[src/rtl/lfsr_rand_gen.sv]
// XNOR Fibonacci LFSR with seed load, free-run stepping and a req/valid draw port
// that returns a value in [0, RANGE) by bounded rejection sampling.
module lfsr_rand_gen #(
  parameter int unsigned      WIDTH     = 10,
  parameter logic [WIDTH-1:0] TAPS      = 10'b0000001001,
  parameter logic [WIDTH-1:0] SEED      = '0,
  parameter int unsigned      RANGE     = 10,
  parameter int unsigned      OUT_W     = $clog2(RANGE),
  parameter int unsigned      MAX_TRIES = 8
) (
  input  logic             clk,
  input  logic             reset,
  input  logic             en,
  input  logic             seed_load,
  input  logic [WIDTH-1:0] seed_in,
  output logic [WIDTH-1:0] state_out,
  output logic             seed_err,
  input  logic             req,
  output logic             busy,
  output logic             valid,
  output logic [OUT_W-1:0] value,
  output logic             fallback
);

  localparam int unsigned      TRIES_W   = (MAX_TRIES > 1) ? $clog2(MAX_TRIES) : 1;
  localparam logic [TRIES_W-1:0] LAST_TRY = TRIES_W'(MAX_TRIES - 1);
  // One extra bit so a power-of-two RANGE still compares correctly.
  localparam logic [OUT_W:0]   RANGE_EXT = (OUT_W + 1)'(RANGE);
  localparam logic [WIDTH-1:0] ALL_ONES  = '1;

  typedef enum logic {StIdle, StDraw} state_e;

  state_e             fsm_q, fsm_d;
  logic [WIDTH-1:0]   lfsr_q, lfsr_d, lfsr_next;
  logic [TRIES_W-1:0] tries_q, tries_d;
  logic [OUT_W-1:0]   value_q, value_d, cand;
  logic               valid_q, valid_d;
  logic               fallback_q, fallback_d;
  logic               seed_err_q, seed_err_d;
  logic               cand_ok, last_try;

  assign lfsr_next = {~^(lfsr_q & TAPS), lfsr_q[WIDTH-1:1]};
  assign cand      = lfsr_next[OUT_W-1:0];
  assign cand_ok   = {1'b0, cand} < RANGE_EXT;
  assign last_try  = (tries_q == LAST_TRY);

  // FSM state register
  always_ff @(posedge clk or negedge reset) begin
    if (!reset) begin
      fsm_q <= StIdle;
    end else begin
      fsm_q <= fsm_d;
    end
  end

  // FSM next state; seed_load always wins and aborts any draw in flight
  always_comb begin
    fsm_d = fsm_q;
    unique case (fsm_q)
      StIdle: if (!seed_load && req) fsm_d = StDraw;
      StDraw: if (seed_load || cand_ok || last_try) fsm_d = StIdle;
    endcase
  end

  // Datapath next state
  always_comb begin
    lfsr_d     = lfsr_q;
    tries_d    = tries_q;
    value_d    = value_q;
    fallback_d = fallback_q;
    valid_d    = 1'b0;
    seed_err_d = 1'b0;
    if (seed_load) begin
      if (seed_in == ALL_ONES) begin
        lfsr_d     = SEED;
        seed_err_d = 1'b1;
      end else begin
        lfsr_d = seed_in;
      end
      tries_d = '0;
    end else if (fsm_q == StDraw) begin
      lfsr_d = lfsr_next;
      if (cand_ok) begin
        value_d    = cand;
        fallback_d = 1'b0;
        valid_d    = 1'b1;
        tries_d    = '0;
      end else if (last_try) begin
        // 2**OUT_W < 2*RANGE, so one subtraction lands inside the range
        value_d    = OUT_W'({1'b0, cand} - RANGE_EXT);
        fallback_d = 1'b1;
        valid_d    = 1'b1;
        tries_d    = '0;
      end else begin
        tries_d = tries_q + TRIES_W'(1);
      end
    end else if (req) begin
      tries_d = '0;
    end else if (en) begin
      lfsr_d = lfsr_next;
    end
  end

  always_ff @(posedge clk or negedge reset) begin
    if (!reset) begin
      lfsr_q     <= SEED;
      tries_q    <= '0;
      value_q    <= '0;
      fallback_q <= 1'b0;
      valid_q    <= 1'b0;
      seed_err_q <= 1'b0;
    end else begin
      lfsr_q     <= lfsr_d;
      tries_q    <= tries_d;
      value_q    <= value_d;
      fallback_q <= fallback_d;
      valid_q    <= valid_d;
      seed_err_q <= seed_err_d;
    end
  end

  // Outputs
  always_comb begin
    busy      = (fsm_q == StDraw);
    state_out = lfsr_q;
    valid     = valid_q;
    value     = value_q;
    fallback  = fallback_q;
    seed_err  = seed_err_q;
  end

endmodule

[config.mk]
export PLATFORM = sky130hd
export DESIGN_NAME = lfsr_rand_gen
export DESIGN_NICKNAME = d
export VERILOG_FILES = /design/src/rtl/lfsr_rand_gen.sv
export SDC_FILE = /design/constraint.sdc
export NUM_CORES = 1
export LEC_CHECK = 0
export CORE_UTILIZATION = 25
export CTS_CLUSTER_DIAMETER = 40
export DETAILED_ROUTE_END_ITERATION = 8
export DONT_BUFFER_PORTS = 1
export HOLD_SLACK_MARGIN = 0.12
export PLACE_DENSITY = 0.35
export SLEW_MARGIN = 10
export SYNTH_ARGS = -nofsm -noshare
export SYNTH_HDL_FRONTEND = slang
export SYNTH_SLANG_ARGS = --single-unit
[constraint.sdc]
create_clock -name clk -period 3.14 [get_ports clk]
set_clock_uncertainty 0.15 [all_clocks]
set_input_delay 0.628 -clock clk [delete_from_list [all_inputs] [get_ports clk]]
set_output_delay 0.628 -clock clk [all_outputs]
set_load 0.02 [all_outputs]
# After elaboration in Yosys (flattened, before gate mapping)

Cells that the tools add are included.

Bits in registers: 21
Bits of input ports: 15
Output and inout port bits: 18
Word-level logic and storage cells: 48

Add/sub/neg operators: 2
Order comparisons: 1
Eq/ne operators: 3
Mux-type cells: 23
Bitwise gates (word level): 2
Reduce and logical (&&, ||, !) cells: 10

Operator list:

| kind                 | number |
|---|---|
| $mux 10              | 5 |
| $mux 3               | 5 |
| $eq 10x10->1 const B | 1 |
| $mux 1               | 10 |
| $reduce_xnor 10->1   | 1 |
| $mux 4               | 2 |
| $reduce_bool 3->1    | 2 |
| $lt 4x4->1 const B   | 1 |
| $sub 4x4->4 const B  | 1 |
| $add 3x1->3 const B  | 1 |
| $eq 3x3->1 const B   | 1 |
| $ne 3x2->1 const B   | 1 |
| $reduce_and 3->1     | 1 |
| $logic_or 1x1->1     | 2 |
| $not 1->1            | 2 |
| $pmux 1 s2           | 1 |
| $reduce_and 2->1     | 1 |
| $reduce_bool 2->1    | 1 |
| $logic_and 1x1->1    | 1 |
| $logic_not 1->1      | 1 |

# Depth between registers and ports, before layout

Gate-level depths: netlist (run 1).

Depth in word-level cells: 5
Gate-level depth with buffers: 5
Gate-level depth less buffers: 5

# Worst setup path after synthesis (run 1)

OpenSTA, ideal clock, no wires.

Path kind: input to register
Start: input seed_load
End: register value_q[0] (netlist: value[0])
Setup time: 0.125 ns
Arrival time: 1.386 ns
Required time: 2.865 ns
Slack: 1.479 ns
Stages on the path: 4
Buffers on the path: 1
Path through: buf_2 and2b_1 o21ai_4 mux2_4

Word-level cells in the longest chain between the ends: 2

Ends and longest elaborated chain:

| element                           | line | source |
|---|---|---|
| start, declared                   | 14   | `input logic seed_load,` |
| $not 1->1 (no source line)        | n/a  |  |
| $reduce_and 3->1 (no source line) | n/a  |  |
| end signal, assigned              | 115  | `value_q <= value_d;` |
| end, declared                     | 36   | `logic [OUT_W-1:0] value_q, value_d, cand;` |

No other way between the ends.
A chain may end at the register's enable or synchronous reset.

# Worst setup path in the final report (run 1)

Start: register fsm_q (netlist: busy)
End: register lfsr_q[1] (netlist: state_out[1])

Word-level cells in the longest chain between the ends: 2
Elaborated cells on any way between the ends: 5
Classes of those cells: eq/ne: 1; mux: 2; reduce/logical: 2

Ends and longest elaborated chain:

| element                                                      | line | source |
|---|---|---|
| start, declared                                              | 33   | `state_e fsm_q, fsm_d;` |
| start signal, assigned                                       | 50   | `fsm_q <= StIdle;` |
| start signal, assigned                                       | 52   | `fsm_q <= fsm_d;` |
| $ne 3x2->1 (no source line), or another cell as far along    | n/a  |  |
| $reduce_and 2->1 (no source line) or $mux 10 (tied branches) | n/a  |  |
| end signal, assigned                                         | 113  | `lfsr_q <= lfsr_d;` |
| end, declared                                                | 34   | `logic [WIDTH-1:0] lfsr_q, lfsr_d, lfsr_next;` |

Parallel ways exist; a longest one is shown, timed or not.

==> results summary, run 1 <==
The largest single stage delay on the critical path is roughly 630 ps. The number of nets with antenna violations after detailed routing came out at 0. The class of the tightest hold or removal check is in2reg. Yosys attributes the largest share of cell area to dfrtp_1 50%, mux2i_1 11%, o22ai_1 6.6%. The total buffers and inverters traversed by the critical path is 0.

The boundary pin count came out at 33. After synthesis the cells add up to between 0.001 and 0.0015 sq mm. TritonCTS built the clock tree. The clock latency reported for the late side of the worst-skew pair is 260 ps.

Counting the fill cells in the layout gives between 400 and 500. The data arrival time of the critical path is ~1800 ps. Yosys instantiated no cell more often than dfrtp_1.

The number of cells after detailed placement came out at 144. For this run, the leading register cell type out of synthesis is dfrtp_1. For this design, the slowest cell found on the critical path is a21oi_2. The starting utilization of the core area is about a quarter. The maximum clock path buffer count is 2. The antenna diode count is 0. Entering global routing, the biggest net connects 27 pins.

The share of the yosys chip area belonging to registers is 50.4%. The time the final worst path needs with I/O delays and setup is approximately 1800 ps. Setup violations remaining at the end of the flow were counted as 0.

The post-synthesis async set-or-reset flop share came out at between 90% and 100%. Row generation in the floorplan step produced 23 rows. The final-report max-slew violation count came out at 0.

The via count of the first global-routing pass came out at ~740. In this run, synthesis inferred 0 flip-flops with an integrated enable. Clock-pin slew was measured on the worst setup and hold paths at approximately 80 ps. The power per cell area is 591 mW/mm^2. The startpoint identified for the worst register-to-register timing path is busy. The master cell of the clock root buffer is clkbuf_8. The critical path goes through a21oi_2, mux2i_1, o22ai_1. After detailed routing, the number of vias per cell comes to approximately 4.7. The number of nets in the layout is between 100 and 150.

The worst setup path is launched from a register. The initial antenna violation count came out at 0. The upper clock frequency limit is around 0.55 GHz. The hold path depth is 1.

The layout overhead on the synthesized area came out at 8.75%. The biggest area contributor in the post-synthesis netlist is dfrtp_1. The detailed placement HPWL is 1610 um. The critical setup path kind is reg2reg.

The number of failing hold endpoints at the final stage was 0. The cell count after synthesis came out at 99. The startpoint identified for the worst hold timing path is seed_load. The actual transition at the worst max-transition pin is between 1000 and 1500 ps.

The peak supply drop came out at about 0.00015 V. Measured in cells, the most critical reg-to-reg path has a length of 3. In this run the tightest slew margin relative to its limit is 32.3%. By count the netlist is led by 21 x dfrtp_1, 14 x nand2_1, 11 x mux2i_1, 11 x o22ai_1, 7 x nor2_1. The overflow left after global routing is 0. The share of the synthesized area in the top cell type came out at between 50 and 60%. The flow ran to the end, and the final reports show no timing, DRC or antenna violations.

The die area is roughly 0.0044 sq mm. For this run, design rule violations remaining after detail routing come to 0. The count of maximum capacitance violations came out at 0. The synthesized area divided by synthesized cell count came out at roughly 11 sq um. The number of buffers created by CTS is 3. The top fanout value on the critical path is 10. The number of DRC markers in iteration 0 came out at 26. The setup TNS came out at 0 ps. The post-cts gate resize count is 0. The depth of the CTS H-tree is 1.

The die height is 66.6 um. The register-to-register setup slack is around 1300 ps. The routed wire length came out at around 2200 um. The count of different cell masters after synthesis is 24.

The die width is between 60 and 70 um. The number of optimization iterations in the first detailed-route pass came out at 4. The number of nets handed over by synthesis was roughly 120. In this run the critical register-to-register path is captured at state_out[1]. Global routing used ~11% of the available tracks. The number of flip-flops and latches in the synthesized netlist is 21.

The post-cts hold buffer count came out at 1. The number of setup buffers added after CTS came out at 0. The first-pass GRT wire length came out at 3680 um. The required time of the critical path came out at between 3000 and 4000 ps.

Cells with a size suffix above 1 make up around a tenth of the layout. The period utilization came out at 57.6%. The overall via count from detail_route is about 710. The final estimated routing congestion in global placement is about 0.67. The number of clock sinks seen by CTS came out at 21. The total of buffers placed on input and output ports is 0. Setup repair after global routing left no endpoint under its margin. Excluding fillers, the count of instances in the completed layout stands at 149.

The worst setup path is captured at a register. The sum of internal, switching and leakage power came out at between 0.0006 and 0.0007 W. The routed length per instance is approximately 15 um. The count of warnings emitted by yosys is 0. The core region is 0.00400 sq mm. The worst hold path terminates at tries_q[2].

The static leakage came out at around 0.54 nW. In this design, the largest share of critical-path delay is due to compound AO/OA/AOI/OAI gates.
## cells by family after synthesis
family          count (synthesis)  synth area share (%)
compound gates                 21                  14.0
xor+xnor                        1                 0.839
simple gates                   28                  11.6
mux                            14                  14.5
flops                          21                  50.4
fa+ha+maj                       3                  3.60
buf+inv                        11                  5.04
## stage by stage
step	worst slack [ps]	cell area [sq um]	hold slack, ps	utilization, %
final	1330	1130	277	28.4
after global routing	1150	1130	262	28.4
after CTS	1290	1130	267	28.4
after detailed placement	1240	1080	183	27.0
after global placement	1240	1080	183	27.0
after floorplan	1480	1040	182	-
## layer usage
metal,vias up,GRT usage [%],wire length [um]
met4,0,4.79,19
met5,-,0,0
met1,341,13.8,940
li1,348,-,-
met2,16,18.1,1130
met3,2,3.94,153
## sequential cells by signal, indices dropped and copies added, names as in the netlist
name	flops
state_out	10
value	4
tries_q	3
busy	1
fallback	1
seed_err	1
valid	1
## layout by cell type (no fill, tap or decap), types with 2 or more instances in the layout
master,synthesis,layout
dfrtp_1,21,21
nand2_1,14,14
mux2i_1,11,11
o22ai_1,11,11
nor2_1,7,7
inv_1,5,5
o21ai_0,4,4
ha_1,3,3
clkbuf_8,0,3
nand4_1,2,2
nor3_1,2,2
a32oi_1,2,2
mux2_4,2,2
## worst reg2reg max path, cell delays in order, from the launching register on
cell	delay [ps]
dfrtp_1	550
a21oi_2	630
mux2i_1	280
o22ai_1	90
## worst max-delay path by stage
stage / end / cells after the start / slack [ps] / from
after floorplan: value[0] / 4 / 1480 / seed_load
after global placement: state_out[1] / 4 / 1240 / req
after detailed placement: state_out[9] / 4 / 1240 / req
after CTS: state_out[8] / 1 / 1290 / reset
after global routing: tries_q[1] / 1 / 1150 / reset
final: state_out[1] / 3 / 1330 / busy
## cell type report
class / count / area [sq um] / share of cell area, %
Clock buffer: 4 / 45.0 / 3.97
Inverter: 5 / 18.8 / 1.65
Multi-Input combinational cell: 67 / 465 / 41.0
Sequential cell: 21 / 526 / 46.3
Tap cell: 50 / 62.6 / 5.51
Timing Repair Buffer: 2 / 17.5 / 1.54
## power breakdown
group | switching (W) | leakage [nW] | internal [W]
registers | 0.0000875 | 0.268 | 0.000308
logic | 0.0000455 | 0.245 | 0.0000518
clock network | 0.0000880 | 0.0228 | 0.0000903
Note: power is estimated with default switching activity, not from simulation.
==> inputs of run 2 (changes only) <==
- clock period: 3.14 -> 1.74 ns (I/O delays scaled with it)
==> results summary, run 2 (synthesized netlist as in run 1, its figures left out) <==
Run status: completed (unchanged). The class of the tightest hold or removal check is in2reg (unchanged). The die height came out at 66.6 um (unchanged). The first-pass GRT wire length is 4100 um (was 3680 um).

The number of flip-flops in the largest register is 10 (unchanged). The worst-case reg-to-reg path depth is 4 (was 3). The origin of the worst min-delay path is req (was seed_load). The stage delay of the slowest cell on the critical path came to 390 ps (was 630 ps). The boundary pin count is 33 (unchanged). The actual transition at the worst max-transition pin was 1000 ps (was 1010 ps). The data arrival time of the critical path is 1630 ps (was 1810 ps). The number of inserted filler cells in the final layout is 417 (was 425). The leading cell type in the layout, fill and taps excluded was dfrtp_1 (unchanged).

The clock latency reported for the late side of the worst-skew pair came out at 260 ps (about the same). The number of clock sinks seen by CTS came out at 21 (unchanged). The startpoint class of the critical path is a register (unchanged). The critical path's most frequent cell is ha_1. The critical setup path kind is reg2reg (unchanged). The worst hold slack across all endpoints came out at 177 ps (was 277 ps). The sum of internal, switching and leakage power came out at 0.00126 W (was 0.000671 W). The period utilization is 93.3% (was 57.6%).

The antenna diode count came out at 0 (unchanged). The number of nets in the layout is 137 (was 118). The number of failing hold endpoints at the final stage came out at 0 (unchanged). The clock-pin slew of the registers on the worst-case setup and hold paths was 80 ps (about the same).

The initial antenna violation count came out at 0 (unchanged). The number of nets with antenna violations after detailed routing is 0 (unchanged). The top fanout value on the critical path is 5 (was 10). The standard cell core area is 0.00400 sq mm (unchanged). The die width was 66.6 um (unchanged). The overflow left after global routing is 0 (unchanged). The worst-case hold path end point was tries_q[0] (was tries_q[2]). Sequence of cells on the critical path: ha_1, ha_1, o21ai_4, mux2_4 (was a21oi_2, mux2i_1, o22ai_1). The hold path depth came out at 3 (was 1). The upper clock frequency limit came to 0.616 GHz (was 0.552 GHz).

The via count of the first global-routing pass is 816 (was 736). The time the final worst path needs with I/O delays and setup is 1620 ps (was 1810 ps). The cell with the biggest individual delay on the critical path is dfrtp_1 (was a21oi_2). The overall via count from detail_route is 805 (was 707). The number of setup buffers added after CTS was 0 (unchanged).

The power per cell area is 965 mW/mm^2 (was 591 mW/mm^2). The number of optimization iterations in the first detailed-route pass is 5 (was 4). The count of maximum capacitance violations came to 0 (unchanged). The routed length per instance came out at 14.7 um (was 15.1 um).

The number of buffers created by CTS came out at 3 (unchanged). The pin count of the biggest net entering global routing is 26 (was 27). The final-report max-slew violation count came out at 0 (unchanged). The detailed placement HPWL came out at 1710 um (was 1610 um).

The normalized max-slew margin came out at 33.0% (was 32.3%). The site row count came to 23 (unchanged). The routed wire length is 2470 um (was 2250 um). The required time of the critical path came out at 1740 ps (was 3140 ps). The peak supply drop was 0.000432 V (was 0.000149 V). The number of DRC violations after detailed routing came out at 0 (unchanged). The reg-to-reg startpoint is tries_q[0] (was busy). The register-to-register setup slack was 120 ps (was 1330 ps). Commonest non-fill, non-tap cells in the layout: 21 x dfrtp_1, 14 x nand2_1, 12 x dlygate4sd3_1 (was 21 x dfrtp_1, 14 x nand2_1, 11 x mux2i_1, 11 x o22ai_1, 7 x nor2_1). The master cell of the clock root buffer is clkbuf_8 (unchanged). The total of buffers placed on input and output ports is 0 (unchanged). The clock tree from TritonCTS is done (unchanged). The final count of negative-setup-slack endpoints is 0 (unchanged). The worst reg2reg path endpoint is value[2] (was state_out[1]). The starting utilization of the core area came out at 26.1% (unchanged).

Unrepaired setup endpoints after global routing: false (unchanged). The setup TNS was 0 ps (unchanged). The average vias per placed instance came out at 4.79 (was 4.74). The core utilization of the finished layout came out at 32.7% (was 28.4%). The total routing resource utilization after global routing is 12.7% (was 11.4%).

The die area is 0.00444 sq mm (unchanged). The depth of the CTS H-tree came to 1 (unchanged). The final estimated routing congestion in global placement was 0.781 (was 0.672). The share of post-route cells with drive strength above 1 came out at 14.4% (was 10.1%). The maximum clock path buffer count was 2 (unchanged).

The nature of the critical path endpoint is a register (unchanged). The layout overhead on the synthesized area is 25.5% (was 8.75%). The static leakage is 0.629 nW (was 0.536 nW). The number of DRC markers in iteration 0 is 32 (was 26).
==> run 2: cell types whose count changed in the layout (fill, tap and decap cells not counted) <==
| cell | previous run | this run |
|---|---|---|
| dlygate4sd3_1 | 1 | 12 |
| buf_4 | 1 | 8 |
| dlymetal6s4s_1 | 0 | 1 |
==> run 2: power breakdown <==
group	total (W)	internal, W	switching [W]
Clock	0.000324	0.000163	0.000161
Sequential	0.000694	0.000557	0.000138
Combinational	0.000245	0.000127	0.000118
==> run 2: worst max path at each step <==
stage,from,endpoint,depth (start not counted)
CTS,seed_load,state_out[2],3
floorplan,tries_q[0],value[0],4
global placement,tries_q[0],value[0],4
finish,tries_q[0],value[2],4
global route,reset,state_out[5],1
detailed placement,tries_q[0],value[0],4
==> run 2: final cells by class <==
cell class	instances	area, sq um	share of cell area [%]
clock buffers	4	45.0	3.44
repair buffers	21	193	14.7
inverters	5	18.8	1.43
well taps	50	62.6	4.78
flip-flops and latches	21	526	40.1
multi-input cells	67	465	35.5
==> run 2: worst max-delay path, delay by kind of cell (launching register included) <==
kind	cells	cell delay [ps]
AO/OA/AOI/OAI	1	240
adder cells (fa/ha/maj)	2	420
flip-flops	1	390
multiplexers	1	320
==> run 2: per-layer routing <==
metal / global-route usage (%) / share of wire (%) / up-vias
li1: - / - / 387
met1: 15.1 / 44 / 387
met2: 19.9 / 48 / 27
met3: 5.31 / 6.7 / 4
met4: 5.05 / 1.6 / 0
met5: 0 / 0 / -
==> run 2: metrics by stage <==
step,cells,setup WS [ps],instance area (sq um)
final,168,116,1310
after global routing,168,47.5,1310
after CTS,168,52.8,1310
after detailed placement,151,124,1130
after global placement,151,136,1130
after floorplan,99,147,1040
==> run 2: timing repair <==
item                                   CTS  global route
setup endpoints to repair                0            10
hold buffers                            13             0
endpoints found under the hold margin   36             0
resized for setup                        0             1
==> inputs of run 3 (changes only) <==
- PLACE_DENSITY: 0.35 -> 0.41
- REMOVE_ABC_BUFFERS: default -> 1
==> results summary, run 3 (synthesized netlist as in run 1, its figures left out) <==
The number of flip-flops in the largest register came out at 10 (unchanged). The clock tree from TritonCTS was done (unchanged). The data arrival time of the critical path is 1600 ps (was 1630 ps).

The via count of the first global-routing pass is 849 (was 816). The normalized max-slew margin came out at 32.4% (was 33.0%). The average vias per placed instance is 4.70 (was 4.79). The antenna diode count came out at 0 (unchanged).

The gate family responsible for the most delay along the worst path is adder cells (unchanged). The depth of the CTS H-tree was 1 (unchanged). The number of buffers created by CTS is 3 (unchanged). The number of optimization iterations in the first detailed-route pass came out at 4 (was 5). The total buffers and inverters traversed by the critical path is 0 (unchanged). The layout overhead on the synthesized area is 25.7% (was 25.5%).

The clock-pin slew of the registers on the worst-case setup and hold paths was 80 ps (about the same). The filler-free cell count of the finished design was 168 (unchanged). The first-pass GRT wire length came out at 3940 um (was 4100 um).

The site row count is 23 (unchanged). The number of inserted filler cells in the final layout is 426 (was 417). The critical setup path kind was reg2reg (unchanged). The final count of negative-setup-slack endpoints came to 0 (unchanged).

The nature of the critical path endpoint was a register (unchanged). The count of maximum capacitance violations came out at 0 (unchanged). The die width is 66.6 um (unchanged). The leading cell type in the layout, fill and taps excluded was dfrtp_1 (unchanged). The top fanout value on the critical path is 5 (unchanged). The origin of the worst setup path is tries_q[0] (unchanged). The actual transition at the worst max-transition pin is 1010 ps (was 1000 ps).

The number of nets in the layout came out at 137 (unchanged). The sum of internal, switching and leakage power came out at 0.00126 W (about the same). The number of DRC markers in iteration 0 is 4 (was 32). The final estimated routing congestion in global placement is 0.661 (was 0.781). The die height was 66.6 um (unchanged).

The critical path's most frequent cell is ha_1 (unchanged). The share of post-route cells with drive strength above 1 is 15.3% (was 14.4%). The routed wire length came out at 2400 um (was 2470 um). The time the final worst path needs with I/O delays and setup is 1610 ps (was 1620 ps). The origin of the worst min-delay path is req (unchanged).

Sequence of cells on the critical path: ha_1, ha_1, o21ai_4, mux2_4 (unchanged). The total routing resource utilization after global routing came out at 12.2% (was 12.7%). The power per cell area came to 962 mW/mm^2 (was 965 mW/mm^2). The pin count of the biggest net entering global routing came out at 26 (unchanged). The cell with the biggest individual delay on the critical path is dfrtp_1 (unchanged). The number of nets with antenna violations after detailed routing came out at 0 (unchanged). The initial antenna violation count came out at 0 (unchanged). The overall via count from detail_route came out at 789 (was 805). The die area is 0.00444 sq mm (unchanged). The class of the tightest hold or removal check was in2reg (unchanged).

The setup TNS is 0 ps (unchanged). The final-report max-slew violation count was 0 (unchanged). Run status: completed (unchanged). The boundary pin count was 33 (unchanged). The overflow left after global routing is 0 (unchanged). The detailed placement HPWL is 1700 um (was 1710 um).

The standard cell core area came to 0.00400 sq mm (unchanged). The upper clock frequency limit is 0.623 GHz (was 0.616 GHz). The number of failing hold endpoints at the final stage came out at 0 (unchanged). The stage delay of the slowest cell on the critical path is 390 ps (about the same). The number of clock sinks seen by CTS is 21 (unchanged). The number of cells after detailed placement came out at 151 (unchanged). The clock latency reported for the late side of the worst-skew pair came out at 260 ps (about the same).

The master cell of the clock root buffer is clkbuf_8 (unchanged). Commonest non-fill, non-tap cells in the layout: 21 x dfrtp_1, 14 x nand2_1, 12 x dlygate4sd3_1 (unchanged). The static leakage is 0.632 nW (was 0.629 nW).

The required time of the critical path is 1730 ps (was 1740 ps). The reg-to-reg startpoint is tries_q[0] (unchanged). The total of buffers placed on input and output ports is 0 (unchanged). The maximum clock path buffer count came out at 2 (unchanged). Unrepaired setup endpoints after global routing: false (unchanged). The number of DRC violations after detailed routing is 0 (unchanged). The startpoint class of the critical path is a register (unchanged).

The period utilization is 92.3% (was 93.3%). The starting utilization of the core area is 26.1% (unchanged). The peak supply drop is 0.000455 V (was 0.000432 V). The routed length per instance came out at 14.3 um (was 14.7 um).
==> run 3: changes by cell type in the layout (fill, tap and decap cells not counted), sizes merged <==
| cell | delta |
|---|---|
| clkinv | +1 |
| clkbuf | -1 |
==> run 3: per-stage QoR <==
step                setup slack (ps)  instance area, sq um  utilization (%)  hold slack (ps)
floorplan                        103                  1010                -            -97.6
global placement                 177                  1130             28.3            -96.9
detailed placement               139                  1130             28.3            -97.0
CTS                             63.8                  1310             32.7              181
global route                    74.7                  1310             32.8              197
finish                           135                  1310             32.8              189
==> run 3: where the power goes <==
| part | internal (W) | total [W] | switching (W) |
|---|---|---|---|
| clock | 0.000159 | 0.000317 | 0.000158 |
| combinational | 0.000128 | 0.000250 | 0.000122 |
| sequential | 0.000557 | 0.000694 | 0.000137 |
| total | 0.000844 | 0.00126 | 0.000418 |
==> run 3: layout make-up <==
type / instances / area, sq um / area share, %
sequential: 21 / 526 / 40.1
multi-input combinational: 67 / 465 / 35.5
inverter: 5 / 18.8 / 1.43
timing repair buffer: 21 / 193 / 14.7
clock inverter: 1 / 5.00 / 0.382
tap: 50 / 62.6 / 4.77
clock buffer: 3 / 41.3 / 3.15
==> run 3: what timing repair did <==
action	in CTS	in global routing
endpoints found under the setup margin	0	8
buffers inserted	0	0
hold endpoints to repair	36	0
resized for setup	0	1
hold buffers	13	0
==> run 3: path summary, 6_finish.rpt <==
check	cells after the start	to	slack (ps)
hold reg to reg	2	tries_q[2]	390
min in group asynchronous	1	state_out[0]	550
max in group asynchronous	1	value[3]	270
setup / recovery	4	value[2]	130
setup reg to reg	4	value[2]	130
hold / removal	3	tries_q[0]	190
==> run 3: worst reg2reg max path, stage by stage, from the launching register on <==
cell	delay [ps]
dfrtp_1	390
ha_1	200
ha_1	220
o21ai_4	220
mux2_4	320
==> run 3: metal layers <==
metal | up-vias | GRT usage (%) | share of wire (%)
met5 | - | 0 | 0
met4 | 0 | 2.93 | 0.67
met3 | 2 | 5.65 | 8.7
met2 | 30 | 19.1 | 48
met1 | 369 | 15.0 | 42
li1 | 388 | - | -
